### config.mk
export PLATFORM = sky130hd
export DESIGN_NAME = adxl_frame_sequencer
export DESIGN_NICKNAME = d
export VERILOG_FILES = /design/src/rtl/adxl_frame_sequencer.sv
export SDC_FILE = /design/constraint.sdc
export NUM_CORES = 1
export LEC_CHECK = 0
export CORE_ASPECT_RATIO = 2
export CORE_MARGIN = 1
export CORE_UTILIZATION = 50
export CTS_BUF_LIST = sky130_fd_sc_hd__clkbuf_4
export CTS_CLUSTER_DIAMETER = 150
export DETAILED_ROUTE_END_ITERATION = 7
export PLACE_DENSITY = 0.79
export SLEW_MARGIN = 20
export SYNTH_ARGS = -nofsm -noshare
export SYNTH_HDL_FRONTEND = slang
export SYNTH_SLANG_ARGS = --single-unit
### constraint.sdc
create_clock -name iclk -period 2.2 [get_ports iclk]
set_input_delay 0.44 -clock iclk [delete_from_list [all_inputs] [get_ports iclk]]
set_output_delay 0.44 -clock iclk [all_outputs]
set_load 0.1 [all_outputs]
### src/rtl/adxl_frame_sequencer.sv
// -----------------------------------------------------------------------------
// adxl_frame_sequencer
// Frame-level sequencer for an ADXL362 on a byte-level SPI engine. After a
// power-up wait it writes FILTER_CTL and POWER_CTL, then runs one 6-byte
// XY burst read per accepted sample_tick. A host cfg_req re-runs both config
// frames. Every frame is followed by a chip-select-high gap.
//
// Ports
//   iclk, rst_n          clock, asynchronous active-low reset
//   sample_tick          pulse: request one XY read frame
//   cfg_req              pulse: re-run both config frames
//   eng_start/eng_tx     byte request to the SPI engine (tx held until done)
//   eng_done/eng_rx      byte complete from the engine, rx valid that cycle
//   cs_n                 ADXL362 chip select, active low
//   x_raw/y_raw          last completed XY sample, xy_valid strobes on update
//   ready                configuration complete, reads accepted
//   overrun              pulse: a sample_tick was dropped
// -----------------------------------------------------------------------------
module adxl_frame_sequencer #(
    parameter int unsigned PWRUP_TICKS  = 24000,
    parameter int unsigned CS_GAP_TICKS = 8,
    parameter logic [7:0]  FILTER_VAL   = 8'h13,
    parameter logic [7:0]  PWRCTL_VAL   = 8'h02
) (
    input  logic        iclk,
    input  logic        rst_n,
    input  logic        sample_tick,
    input  logic        cfg_req,
    output logic        eng_start,
    output logic [7:0]  eng_tx,
    input  logic        eng_done,
    input  logic [7:0]  eng_rx,
    output logic        cs_n,
    output logic [15:0] x_raw,
    output logic [15:0] y_raw,
    output logic        xy_valid,
    output logic        ready,
    output logic        overrun
);

    localparam logic [7:0] CMD_WRITE   = 8'h0A;
    localparam logic [7:0] CMD_READ    = 8'h0B;
    localparam logic [7:0] REG_XDATA_L = 8'h0E;
    localparam logic [7:0] REG_FILTER  = 8'h2C;
    localparam logic [7:0] REG_POWER   = 8'h2D;

    localparam int unsigned CNT_MAX = (PWRUP_TICKS > CS_GAP_TICKS) ? PWRUP_TICKS : CS_GAP_TICKS;
    localparam int unsigned CNT_W   = $clog2(CNT_MAX + 1);
    localparam logic [CNT_W-1:0] PWRUP_LAST = CNT_W'(PWRUP_TICKS - 1);
    localparam logic [CNT_W-1:0] GAP_LAST   = CNT_W'(CS_GAP_TICKS - 1);

    typedef enum logic [2:0] {S_PWRUP, S_CFG, S_RD, S_GAP, S_IDLE} state_t;

    state_t           r_state,  w_state;
    logic [CNT_W-1:0] r_cnt,    w_cnt;
    logic [2:0]       r_idx,    w_idx;
    logic             r_first,  w_first;       // frame just opened, first byte not yet issued
    logic             r_busy,   w_busy;        // one byte outstanding at the engine
    logic             r_cfg_k,  w_cfg_k;       // 0: FILTER_CTL frame, 1: POWER_CTL frame
    logic             r_after_cfg0, w_after_cfg0;
    logic             r_after_cfg1, w_after_cfg1;
    logic             r_cfg_pending, w_cfg_pending;
    logic             r_pending, w_pending;
    logic             r_cs_n,   w_cs_n;
    logic             r_eng_start, w_eng_start;
    logic [7:0]       r_eng_tx, w_eng_tx;
    logic [7:0]       r_xl, w_xl, r_xh, w_xh, r_yl, w_yl;
    logic [15:0]      r_x_raw, w_x_raw, r_y_raw, w_y_raw;
    logic             r_xy_valid, w_xy_valid;
    logic             r_ready,  w_ready;
    logic             r_overrun, w_overrun;

    logic w_dispatch, w_cfg_now, w_rd_now, w_cfg0_go, w_cfg1_go, w_rd_go, w_is_rd;
    logic [2:0] w_last_idx;

    function automatic logic [7:0] f_tx_byte(input logic is_rd, input logic k, input logic [2:0] idx);
        logic [7:0] v;
        v = 8'h00;
        if (is_rd) begin
            case (idx)
                3'd0:    v = CMD_READ;
                3'd1:    v = REG_XDATA_L;
                default: v = 8'h00;
            endcase
        end else begin
            case (idx)
                3'd0:    v = CMD_WRITE;
                3'd1:    v = k ? REG_POWER : REG_FILTER;
                default: v = k ? PWRCTL_VAL : FILTER_VAL;
            endcase
        end
        return v;
    endfunction

    always_comb begin
        // NOTE: every w_ signal gets a default first so no path leaves it unassigned (no latches).
        w_state       = r_state;
        w_cnt         = r_cnt;
        w_idx         = r_idx;
        w_first       = r_first;
        w_busy        = r_busy;
        w_cfg_k       = r_cfg_k;
        w_after_cfg0  = r_after_cfg0;
        w_after_cfg1  = r_after_cfg1;
        w_cs_n        = r_cs_n;
        w_eng_start   = 1'b0;
        w_eng_tx      = r_eng_tx;
        w_xl          = r_xl;
        w_xh          = r_xh;
        w_yl          = r_yl;
        w_x_raw       = r_x_raw;
        w_y_raw       = r_y_raw;
        w_xy_valid    = 1'b0;
        w_ready       = r_ready;
        w_overrun     = 1'b0;
        w_pending     = r_pending;
        w_dispatch    = 1'b0;
        w_cfg0_go     = 1'b0;
        w_cfg1_go     = 1'b0;
        w_rd_go       = 1'b0;
        w_is_rd       = (r_state == S_RD);
        w_last_idx    = w_is_rd ? 3'd5 : 3'd2;
        // Same-cycle requests count, so an idle sequencer opens the frame on the next edge.
        w_cfg_now     = r_cfg_pending | cfg_req;
        w_rd_now      = r_pending | (sample_tick & r_ready);

        case (r_state)
            S_PWRUP: begin
                if (r_cnt == PWRUP_LAST) w_cfg0_go = 1'b1;
                else                     w_cnt = r_cnt + CNT_W'(1);
            end
            S_CFG, S_RD: begin
                if (r_first) begin
                    w_first     = 1'b0;
                    w_eng_start = 1'b1;
                    w_eng_tx    = f_tx_byte(w_is_rd, r_cfg_k, 3'd0);
                    w_busy      = 1'b1;
                end else if (eng_done && r_busy) begin
                    w_busy = 1'b0;
                    if (w_is_rd) begin
                        case (r_idx)
                            3'd2:    w_xl = eng_rx;
                            3'd3:    w_xh = eng_rx;
                            3'd4:    w_yl = eng_rx;
                            default: ;
                        endcase
                    end
                    if (r_idx == w_last_idx) begin
                        w_cs_n       = 1'b1;
                        w_state      = S_GAP;
                        w_cnt        = '0;
                        w_after_cfg0 = !w_is_rd && !r_cfg_k;
                        w_after_cfg1 = !w_is_rd &&  r_cfg_k;
                        if (w_is_rd) begin
                            w_x_raw    = {r_xh, r_xl};
                            w_y_raw    = {eng_rx, r_yl};
                            w_xy_valid = 1'b1;
                        end
                    end else begin
                        w_idx       = r_idx + 3'd1;
                        w_eng_start = 1'b1;
                        w_eng_tx    = f_tx_byte(w_is_rd, r_cfg_k, r_idx + 3'd1);
                        w_busy      = 1'b1;
                    end
                end
            end
            S_GAP: begin
                if (r_cnt == GAP_LAST) w_dispatch = 1'b1;
                else                   w_cnt = r_cnt + CNT_W'(1);
            end
            S_IDLE:  w_dispatch = 1'b1;
            default: w_state = S_PWRUP;
        endcase

        if (w_dispatch) begin
            w_after_cfg0 = 1'b0;
            w_after_cfg1 = 1'b0;
            if (w_cfg_now) begin
                w_cfg0_go = 1'b1;
            end else if (r_after_cfg0) begin
                w_cfg1_go = 1'b1;
            end else begin
                if (r_after_cfg1) w_ready = 1'b1;
                if (w_rd_now) w_rd_go = 1'b1;
                else          w_state = S_IDLE;
            end
        end

        if (w_cfg0_go || w_cfg1_go || w_rd_go) begin
            w_state = w_rd_go ? S_RD : S_CFG;
            w_cfg_k = w_cfg1_go;
            w_cs_n  = 1'b0;
            w_first = 1'b1;
            w_idx   = 3'd0;
            w_cnt   = '0;
        end
        if (w_cfg0_go) w_ready = 1'b0;

        w_cfg_pending = (r_cfg_pending | (cfg_req && r_state != S_PWRUP)) && !w_cfg0_go;

        if (w_rd_go) w_pending = 1'b0;
        if (sample_tick && r_ready) begin
            // When a held request is being served, this tick takes its place.
            if (w_rd_go)        w_pending = r_pending;
            else if (r_pending) w_overrun = 1'b1;
            else                w_pending = 1'b1;
        end
    end

    // NOTE: state registers use non-blocking assignments so all flops update from pre-edge values.
    always_ff @(posedge iclk or negedge rst_n) begin
        if (!rst_n) begin
            r_state       <= S_PWRUP;
            r_cnt         <= '0;
            r_idx         <= 3'd0;
            r_first       <= 1'b0;
            r_busy        <= 1'b0;
            r_cfg_k       <= 1'b0;
            r_after_cfg0  <= 1'b0;
            r_after_cfg1  <= 1'b0;
            r_cfg_pending <= 1'b0;
            r_pending     <= 1'b0;
            r_cs_n        <= 1'b1;
            r_eng_start   <= 1'b0;
            r_eng_tx      <= 8'h00;
            r_xl          <= 8'h00;
            r_xh          <= 8'h00;
            r_yl          <= 8'h00;
            r_x_raw       <= 16'h0000;
            r_y_raw       <= 16'h0000;
            r_xy_valid    <= 1'b0;
            r_ready       <= 1'b0;
            r_overrun     <= 1'b0;
        end else begin
            r_state       <= w_state;
            r_cnt         <= w_cnt;
            r_idx         <= w_idx;
            r_first       <= w_first;
            r_busy        <= w_busy;
            r_cfg_k       <= w_cfg_k;
            r_after_cfg0  <= w_after_cfg0;
            r_after_cfg1  <= w_after_cfg1;
            r_cfg_pending <= w_cfg_pending;
            r_pending     <= w_pending;
            r_cs_n        <= w_cs_n;
            r_eng_start   <= w_eng_start;
            r_eng_tx      <= w_eng_tx;
            r_xl          <= w_xl;
            r_xh          <= w_xh;
            r_yl          <= w_yl;
            r_x_raw       <= w_x_raw;
            r_y_raw       <= w_y_raw;
            r_xy_valid    <= w_xy_valid;
            r_ready       <= w_ready;
            r_overrun     <= w_overrun;
        end
    end

    assign eng_start = r_eng_start;
    assign eng_tx    = r_eng_tx;
    assign cs_n      = r_cs_n;
    assign x_raw     = r_x_raw;
    assign y_raw     = r_y_raw;
    assign xy_valid  = r_xy_valid;
    assign ready     = r_ready;
    assign overrun   = r_overrun;

endmodule
# After elaboration in Yosys (flattened, before gate mapping)
# Cells that the tools add are included.
# totals
ff_bits	97
in_bits	13
output_inout_bits	45
word_cells	173
# classes
addsub	2
n_eq_ne	23
muxes	85
n_bitwise	5
reduce_logical	37
# ops
op	count
$mux 15	6
$mux 1	54
$pmux 15 s3	1
$mux 3	14
$mux 8	4
$reduce_and 5->1	4
$reduce_bool 2->1	9
$reduce_and 4->1	4
$add 15x1->15 const B	1
$eq 15x15->1 const B	1
$eq 15x3->1 const B	1
$ne 3x3->1 const B	5
$eq 3x2->1 const B	4
$pmux 6 s2	1
$ne 2x1->1 const B	5
$pmux 4 s2	1
$eq 3x1->1 const B	2
$eq 3x3->1 const B	2
$logic_and 1x1->1	6
$logic_not 3->1	2
$pmux 3 s2	1
$reduce_and 6->1	1
$mux 5	1
$ne 2x2->1 const B	2
15 further kinds	20

# Logic depth before layout (Yosys ltp)
# Gate-level depths: netlist of the first run.
# depth
depth_word	12
ltp_mapped	7
depth_no_buf	7

# Worst setup path after synthesis of the first run
# Ideal clock, no wire load.
# synth_path
path_type	register to register
startpoint	reg r_ready, in the netlist ready
endpoint	reg r_cnt[14]
setup_time_ns	0.119
arrival_ns	1.970
setup_slack_ns	0.111
stages_incl_launch_ff	7
n_path_buf	1
synth_period_minus_slack_ns	2.089
cell_sequence	dfrtp_1 > and2_1 > nor2_1 > a221o_1 > nand3_1 > buf_4 > o21ba_2
# synth_via
elab_chain_cells	9
# synth_rtl
element	line	text
start: declaration	70	logic r_ready, w_ready;
start signal: assignment	254	r_ready <= w_ready;
$and 1x1->1 (*)	125	w_rd_now = r_pending | (sample_tick & r_ready);
$or 1x1->1 (*)	125	
$mux 1 (*)	184	if (w_rd_now) w_rd_go = 1'b1;
$mux 1 (*)	180	end else if (r_after_cfg0) begin
$mux 1 (*)	178	if (w_cfg_now) begin
$mux 1 (*)	175	if (w_dispatch) begin
$logic_or 1x1->1 (*)	189	if (w_cfg0_go || w_cfg1_go || w_rd_go) begin
$ne 3x3->1 (no source line) / $reduce_bool 4->1 (equally long branches)	--	
$reduce_and 6->1 (no source line)	--	
end signal: assignment	236	r_cnt <= w_cnt;
end: declaration	55	logic [CNT_W-1:0] r_cnt, w_cnt;
# Every way passes the cells marked *; elsewhere a longest branch is shown, timed or not.
# A chain may end at the register's enable or synchronous reset.

# Worst setup path after layout of the first run
# layout_path
startpoint	reg r_state[1]
endpoint	reg r_cnt[0]
# layout_via
elab_chain_cells	8
# layout_rtl
element	line	text
start: declaration	54	state_t r_state, w_state;
start signal: assignment	235	r_state <= w_state;
$logic_not 3->1	127	case (r_state)
$mux 1	127	
$mux 1	178	
$mux 1	175	
$logic_or 1x1->1 (2 in a row)	189	
$ne 3x3->1 (no source line) / $reduce_bool 4->1 (equally long branches)	--	
$reduce_and 6->1 (no source line)	--	
# Parallel ways exist; a longest one is shown, timed or not.

==> out/qor.yml, run 1 <==
outcome: "finished clean"
crit_path_cell_trace: "buf_4, or3_1, nor4_1, nand4_1, nand2_1, buf_4, a21oi_1"
drc: 0
overflow: 0
synth-async-reset-ratio_pct: 100
rows: 47
fillers: 626
static-leakage-power_nw: 2.60
fin_crit_sh_pct: 96.2
synth.distinct_cells: 57
core_um2: 8290
drv_cap: 0
synth_top_cells_by_area: "dfrtp_1 (55%), mux2_2 (15%), a21oi_1 (2.2%)"
setup_viol: 0
vias: 3101
syn_to_final_growth_pct: 22.8
drt_wl_total_um: 9150
syn_area_per_cell_um2: 12.2
ant_nets: 0
worst_setup_path_end_kind: "flip-flop"
grt_max_degree: 47
clockBufferDepth: 2
critPathLaunchType: "flip-flop"
clock-sinks: 95
synthCells: 353
cts_tree: "yes"
fin_skew_ns: 0.0108
synth_compound_area_share_pct: 8.34
ios: 58
synth_common_cells: "dfrtp_1 (94), mux2_2 (57), a21oi_1 (19), nor2_1 (19), nand2_1 (15)"
antenna_found_initial: 0
final_util_pct: 63.6
setup_tns_ns: 0
timing.final.ws_setup_ns: 0.0841
ff2ff_setup_slack_ns: 0.08
grt_pass1_vias: 3163
numCtsBuffers: 9
ys_ff_latch: 95
antennaDiodeCount: 0
synth_xor_area_share_pct: 0.612
first_iter_violations: 169
path_clk_slew_ns: 0.15
cpMaxStageDelayCell: "dfrtp_1"
synthAdderAreaFrac_pct: 1.98
synth_flop_cell: "dfrtp_1"
tightestPinTransition_ns: 0.515
drtPass1Iterations: 4
fmax_mhz: 473
crit_type: "flip-flop to flip-flop"
synthMuxAreaShare_pct: 16.7
worstPathArrival_ns: 2.47
seq_area_frac_synth_pct: 55.4
hold_class: "input pin to async pin"
synth_top_family_by_area: "multiplexers"
fin_crit_ns: 2.12
peakVddDrop_mv: 0.722
maxSlewHeadroom_pct: 65.7
port_buffers: 55
die_h_um: 133
yosysTopAreaCellShare_pct: 54.8
powerDensity_nw_per_um2: 1140
ys_warn_count: 0
synthSimpleGateAreaFrac_pct: 13.4
cp.required_ns: 2.56
path_buf_inv: 2
synth_edf_count: 0
grt_pass1_wl_um: 14800
hold_violations: 0
grtUsageTotal_pct: 22.2
cp_top_family: "simple AND/OR/NAND/NOR gates"
fp.dieW_um: 67.5
cts.root.buffer_cell: "clkbuf_4"
insertion_delay_ns: 0.46
synth_area_um2: 4290
timing.hold.ws_ns: 0.415
gp_congestion: 0.865
power_mw: 5.99
final-seq-area_um2: 2380
die-area_um2: 8980
initial_core_util_pct: 51.8
multi_input_area_um2: 1780
layout-drive-gt1-share_pct: 38.2
drt-vias-per-instance: 5.66
cpPeakStageDelay_ns: 0.46
report.final.slew_viol_count: 0
htreeDepth: 3
post-synth-top-count-cell: "dfrtp_1"
layout.nets: 465
hpwl_um: 6790
path_max_fanout: 6
cpMostUsedCell: "buf_4"
yosysTopAreaCell: "dfrtp_1"
wl_per_cell_um: 16.7
post-place-ws_ns: -0.0915
-- final timing paths --
| kind | start | end | depth (start not counted) |
|---|---|---|---|
| min in group iclk | cs_n | cs_n | 2 |
| worst min-delay path | rst_n | r_xl[7] | 2 |
| worst min register to register | cs_n | cs_n | 2 |
| max in group asynchronous | rst_n | r_state[2] | 3 |
| worst max register to register | r_state[1] | r_cnt[0] | 7 |
| worst max-delay path | r_state[1] | r_cnt[0] | 7 |
-- logic make-up (layout without fill, tap and decap cells) --
group	Yosys count	after routing
other	1	2
adder cells (fa/ha/maj)	7	7
AND/OR/NAND/NOR	100	100
buffers and inverters	28	124
XOR/XNOR	3	3
AO/OA/AOI/OAI	56	56
flip-flops	95	95
multiplexers	63	63
-- registers in the layout, indices dropped and copies added (netlist names), 3 cells and up --
| name | count |
|---|---|
| r_yl | 8 |
| r_xh | 8 |
| x_raw | 16 |
| r_xl | 8 |
| y_raw | 16 |
| r_cnt | 15 |
| r_state | 3 |
| eng_tx | 6 |
| r_idx | 3 |
-- worst reg2reg max path, delay by kind of cell, from the launching register on --
family          cells  cell delay (ns)
buf+inv             2             0.37
flops               1             0.46
compound gates      1             0.05
simple gates        4             1.14
-- power breakdown --
part	internal (mW)	switching, mW
combinational	1.00	1.72
sequential	2.08	0.226
clock	0.346	0.612
total	3.43	2.56
-- cell usage in the layout, fill, tap and decap left out, types with 3 or more instances in the layout --
| master | instances |
|---|---|
| dfrtp_1 | 92 |
| buf_4 | 81 |
| mux2_2 | 57 |
| a21oi_1 | 19 |
| nor2_1 | 19 |
| nand2_1 | 15 |
| inv_1 | 12 |
| nand3_1 | 12 |
| o21ai_0 | 12 |
| or3_1 | 11 |
| clkdlybuf4s50_1 | 11 |
| clkbuf_4 | 9 |
| nor3_1 | 6 |
| ha_1 | 6 |
| nor4_1 | 5 |
| o31ai_1 | 5 |
| or4_1 | 5 |
| nand4_1 | 4 |
| buf_12 | 4 |
| a31oi_1 | 3 |
| and3_1 | 3 |
| mux2_1 | 3 |
-- per-stage QoR --
stage,cell area (um^2),cells
2_1_floorplan,4300,354
3_3_place_gp,5090,529
3_5_place_dp,5090,529
4_1_cts,5240,545
5_1_grt,5270,548
6_report,5270,548
-- layer usage --
| metal | GRT usage, % | wire length, um | vias up |
|---|---|---|---|
| met5 | 0 | 0 | - |
| met4 | 10.6 | 289 | 0 |
| met3 | 4.22 | 339 | 25 |
| met2 | 39.4 | 5120 | 80 |
| met1 | 23.8 | 3410 | 1530 |
| li1 | - | - | 1466 |
-- area by class of cell --
cell class	count	share of cell area, %
Multi-Input combinational cell	231	33.7
Inverter	12	0.855
Timing Repair Buffer	97	15.3
Clock buffer	9	1.28
Sequential cell	95	45.2
Tap cell	98	2.33
Clock inverter	6	1.28
-- what timing repair did --
action                     CTS  global route
gates resized for setup      0             5
setup endpoints to repair    0            17
hold endpoints to repair    23             0
setup buffers                0             3
hold buffers                 1             0
(Power assumes the default switching activity.)
==> run 2: changes to the inputs <==
Settings changed: CAP_MARGIN set to 20.
Clock period 2.2 ns to 2.7 ns, I/O delays scaled along.
==> run 2 against run 1 <==
Flip-flop and latch count unchanged. Combinational power shrank 30%. Global-route usage shrank 2.2 points. Clock skew is 0.00085 ns higher. Final cell count decreased by 5.7%. Die area is the same. Utilization down 3.5 points. Sequential share of layout area up 2.6 points. First-iteration DRC count shrank 42%. Setup slack improved by 0.24 ns. Total power down 25%. Clock-buffer cell count rose by 1. Critical path type unchanged.
==> out/qor.yml, run 2 (synthesized netlist as in run 1, its figures left out) <==
outcome: "finished clean"
cts_tree: "yes"
dp.cells: 501  # -5.3%
die-area_um2: 8980  # unchanged
peakVddDrop_mv: 0.532  # -26%
cp_top_family: "simple AND/OR/NAND/NOR gates"
rsz0062_at_grt: "no"
worstPathArrival_ns: 2.71  # +0.24 ns
htreeDepth: 3  # unchanged
ff2ff_setup_slack_ns: 0.32  # +0.24 ns
static-leakage-power_nw: 2.43  # -6.6%
hold_class: "input pin to async pin"
report.final.slew_viol_count: 0  # unchanged
drv_cap: 0  # unchanged
crit_path_cell_trace: "or3_1, nor4_1, nand4_1, nand2_1, o311ai_1"
wl_per_cell_um: 16.0  # -4.5%
fin_skew_ns: 0.0117  # +0.000853 ns
fin_crit_sh_pct: 88.0  # -8.2 points
grt_pass1_wl_um: 13500  # -9.0%
drt_wl_total_um: 8250  # -9.9%
port_buffers: 55  # unchanged
fmax_mhz: 421  # -11%
path_clk_slew_ns: 0.14  # about the same
fp.dieW_um: 67.5  # unchanged
rows: 47  # unchanged
critPathLaunchType: "flip-flop"
layout.nets: 433  # -6.9%
drt-vias-per-instance: 5.72  # +1.1%
layout_common_cells: "dfrtp_1 (94), mux2_2 (57), buf_4 (52)"
mostFrequentLayoutCell: "dfrtp_1"
ios: 58  # unchanged
overflow: 0  # unchanged
path_buf_inv: 0  # -2
syn_to_final_growth_pct: 15.9
antenna_found_initial: 0  # unchanged
numCtsBuffers: 9  # unchanged
gp_congestion: 0.873  # +0.96%
core_um2: 8290  # unchanged
cpPeakStageDelay_ns: 0.58  # +0.12 ns
grt_max_degree: 56  # +19%
cts.root.buffer_cell: "clkbuf_4"
tightestPinTransition_ns: 0.845  # +0.330 ns
first_iter_violations: 98  # -42%
timing.final.ws_setup_ns: 0.325  # +0.241 ns
post_cts_buffers: 0  # unchanged
reg2reg_to: "r_cnt[11]"
vias: 2957  # -4.6%
holdBufCountCts: 0  # -1
r2r-start: "r_state[2]"
setup_tns_ns: 0  # unchanged
cp.required_ns: 3.04  # +0.48 ns
fillers: 660  # +5.4%
drtPass1Iterations: 4  # unchanged
insertion_delay_ns: 0.46  # about the same
maxSlewHeadroom_pct: 43.3  # -22 points
initial_core_util_pct: 51.8  # unchanged
drc: 0  # unchanged
grtUsageTotal_pct: 20.0  # -2.2 points
path_max_fanout: 14  # +8
clock-sinks: 95  # unchanged
hold_violations: 0  # unchanged
layout-drive-gt1-share_pct: 32.9  # -5.3 points
antennaDiodeCount: 0  # unchanged
post-place-ws_ns: 0.204  # +0.296 ns
hpwl_um: 6060  # -11%
setup_viol: 0  # unchanged
clockBufferDepth: 2  # unchanged
crit_type: "flip-flop to flip-flop"
powerDensity_nw_per_um2: 903  # -21%
grt_pass1_vias: 2894  # -8.5%
worst_setup_path_end_kind: "flip-flop"
cpMaxStageDelayCell: "dfrtp_1"
die_h_um: 133  # unchanged
fin_crit_ns: 2.38  # +0.259 ns
reg2regPathDepth: 5  # -2
cts-resized-gates: 0  # unchanged
instances_no_fill: 517  # -5.7%
ant_nets: 0  # unchanged
==> run 2: per-layer routing <==
metal | part of all wire [%] | up-vias | track usage [%]
met4 | 2.4 | 0 | 9.69
met5 | 0 | - | 0
met1 | 39 | 1480 | 21.7
met2 | 56 | 61 | 35.1
li1 | - | 1396 | -
met3 | 3.3 | 20 | 4.05
==> run 2: worst max path at each step <==
stage          cells after the start         to  slack [ns]  startpoint
6_report                           5  r_cnt[11]        0.32  r_state[2]
5_1_grt                            5  r_cnt[11]        0.14  r_state[0]
4_1_cts                            5  r_cnt[11]        0.36  r_state[2]
3_5_place_dp                       7  r_cnt[11]        0.20    eng_done
3_3_place_gp                       7  r_cnt[11]        0.37    eng_done
2_1_floorplan                      6  r_cnt[14]        0.61       ready
==> run 2: layout make-up <==
| type | count | area (um^2) | area share (%) |
|---|---|---|---|
| flip-flops and latches | 95 | 2380 | 47.8 |
| inverters | 12 | 45.0 | 0.905 |
| well taps | 98 | 123 | 2.46 |
| multi-input cells | 231 | 1770 | 35.6 |
| clock buffers | 10 | 75.1 | 1.51 |
| repair buffers | 65 | 541 | 10.9 |
| clock inverters | 6 | 45.0 | 0.905 |
==> run 2: metrics by stage <==
step / hold slack, ns / util [%] / area [um^2] / power [mW]
2_1_floorplan: 0.244 / - / 4300 / 3.40
3_3_place_gp: 0.453 / 58.6 / 4860 / 3.78
3_5_place_dp: 0.455 / 58.6 / 4860 / 3.85
4_1_cts: 0.0284 / 60.0 / 4980 / 4.54
5_1_grt: 0.0587 / 60.0 / 4980 / 4.76
6_report: 0.0310 / 60.0 / 4980 / 4.49
==> run 2: power by group <==
group          total, mW  internal (mW)  switching [mW]
Clock              0.688          0.205           0.483
Combinational       1.90          0.603            1.30
Sequential          1.91           1.69           0.214
==> run 3: changes to the inputs <==
==> constraint.sdc (replaced) <==
create_clock -name iclk -period 2.7 [get_ports iclk]
set_input_delay 0.81 -clock iclk [delete_from_list [all_inputs] [get_ports iclk]]
set_output_delay 0.81 -clock iclk [all_outputs]
set_load 0.1 [all_outputs]
==> run 3 against run 2 <==
Setup slack improved by 0.090 ns. Critical path depth grew 1. Clock power rose by 15%. Clock-buffer cell count did not move. Wire length grew 6.5%. Combinational power up 7%. Sequential power is essentially flat. Critical endpoint is now eng_tx[4].
==> out/qor.yml, run 3 (synthesized netlist as in run 1, its figures left out) <==
die-area_um2: 8980  # unchanged
final_util_pct: 61.0  # +0.97 points
antennaDiodeCount: 0  # unchanged
cp_top_family: "multiplexers"
path_buf_inv: 1  # +1
tightestPinTransition_ns: 0.631  # -0.214 ns
fin_skew_ns: 0.0206  # +0.00892 ns
syn_to_final_growth_pct: 17.8
layout.nets: 439  # +1.4%
wl_per_cell_um: 16.8  # +5.3%
drc: 0  # unchanged
drv_cap: 0  # unchanged
crit_type: "flip-flop to flip-flop"
internal_power_mw: 2.70  # +7.8%
drt_wl_total_um: 8790  # +6.5%
fin_crit_ns: 2.29  # -0.0896 ns
gp_congestion: 0.836  # -4.2%
drtPass1Iterations: 4  # unchanged
first_iter_violations: 203  # +110%
grtUsageTotal_pct: 21.6  # +1.6 points
crit_path_cell_trace: "nor3b_4, mux2i_4, nor2_1, o21ai_0, inv_1, mux2_2"
ios: 58  # unchanged
grt_max_degree: 53  # -5.4%
switching_share_pct: 43.2  # -1.1 points
post_cts_buffers: 0  # unchanged
p_seq_share_pct: 40.3  # -2.2 points
maxSlewHeadroom_pct: 57.7  # +14 points
cpMaxStageDelayCell: "dfrtp_1"
cts-resized-gates: 0  # unchanged
power_mw: 4.75  # +5.6%
path_clk_slew_ns: 0.15  # about the same
cp.required_ns: 3.05  # about the same
ant_nets: 0  # unchanged
fin_area_um2: 5060  # +1.6%
fin_crit_sh_pct: 84.7  # -3.3 points
p_switching_mw: 2.05  # +3.0%
vias: 2930  # -0.91%
port_buffers: 55  # unchanged
grt_pass1_wl_um: 14400  # +6.6%
powerDensity_nw_per_um2: 939  # +4.0%
fmax_mhz: 438  # +3.9%
setup_viol: 0  # unchanged
critPathLaunchType: "flip-flop"
layout-drive-gt1-share_pct: 34.1  # +1.2 points
p_comb_share_pct: 43.0  # +0.8 points
timing.final.ws_setup_ns: 0.414  # +0.0896 ns
clkPwrFrac_pct: 16.7  # +1.4 points
cpPeakStageDelay_ns: 0.59  # about the same
die_h_um: 133  # unchanged
clock-sinks: 95  # unchanged
mostFrequentLayoutCell: "dfrtp_1"
hpwl_um: 6470  # +6.9%
hold_violations: 0  # unchanged
static-leakage-power_nw: 2.47  # +1.9%
timing.hold.ws_ns: 0.313  # +0.282 ns
htreeDepth: 3  # unchanged
worst_setup_path_end_kind: "flip-flop"
layout_common_cells: "dfrtp_1 (94), mux2_2 (57), buf_4 (57)"
hold_class: "input pin to async pin"
cp.depth: 6  # +1
report.final.slew_viol_count: 0  # unchanged
insertion_delay_ns: 0.47  # about the same
peakVddDrop_mv: 0.523  # -1.7%
grt_pass1_vias: 2999  # +3.6%
numCtsBuffers: 9  # unchanged
core_um2: 8290  # unchanged
cts.root.buffer_cell: "clkbuf_4"
rows: 47  # unchanged
holdBufCountCts: 0  # unchanged
outcome: "finished clean"
worstPathArrival_ns: 2.64  # -0.07 ns
placed_cell_area_um2: 4910  # +1.2%
initial_core_util_pct: 51.8  # unchanged
clockBufferDepth: 2  # unchanged
fp.dieW_um: 67.5  # unchanged
drt-vias-per-instance: 5.60  # -2.0%
instances_no_fill: 523  # +1.2%
cts_tree: "yes"
reg2regPathDepth: 6  # +1
dp.cells: 507  # +1.2%
path_max_fanout: 14  # unchanged
rsz0062_at_grt: "no"
setup_tns_ns: 0  # unchanged
overflow: 0  # unchanged
antenna_found_initial: 0  # unchanged
post-place-ws_ns: -0.0234  # -0.228 ns
[run 3: worst paths after layout]
| check | from | end | slack (ns) |
|---|---|---|---|
| worst max-delay path | r_state[2] | eng_tx[4] | 0.41 |
| worst min-delay path | rst_n | x_raw[9] | 0.31 |
| worst max register to register | r_state[2] | eng_tx[4] | 0.41 |
| worst min register to register | cs_n | cs_n | 0.48 |
| max in group asynchronous | rst_n | x_raw[5] | 1.72 |
| min in group iclk | cs_n | cs_n | 0.48 |
[run 3: layer usage]
metal	up-vias	wire (um)	global-route usage, %	share of wire [%]
met5	-	0	0	0
met4	0	246	10.0	2.8
met3	17	324	5.17	3.7
met2	60	4900	38.1	56
met1	1454	3320	23.0	38
li1	1399	-	-	-
[run 3: power groups by stage]
stage               combinational (mW)  clock [mW]  sequential [mW]
floorplan                        0.867           0             2.54
global placement                  1.99           0             1.92
detailed placement                2.05           0             1.94
CTS                               2.05       0.814             1.91
global route                      2.18       0.871             1.95
finish                            2.04       0.792             1.91
[run 3: layout make-up]
type | count | area, um^2
Tap cell | 98 | 123
Inverter | 12 | 45.0
Sequential cell | 95 | 2380
Fill cell | 655 | 3240
Clock buffer | 10 | 75.1
Timing Repair Buffer | 71 | 598
Clock inverter | 6 | 67.6
Multi-Input combinational cell | 231 | 1770
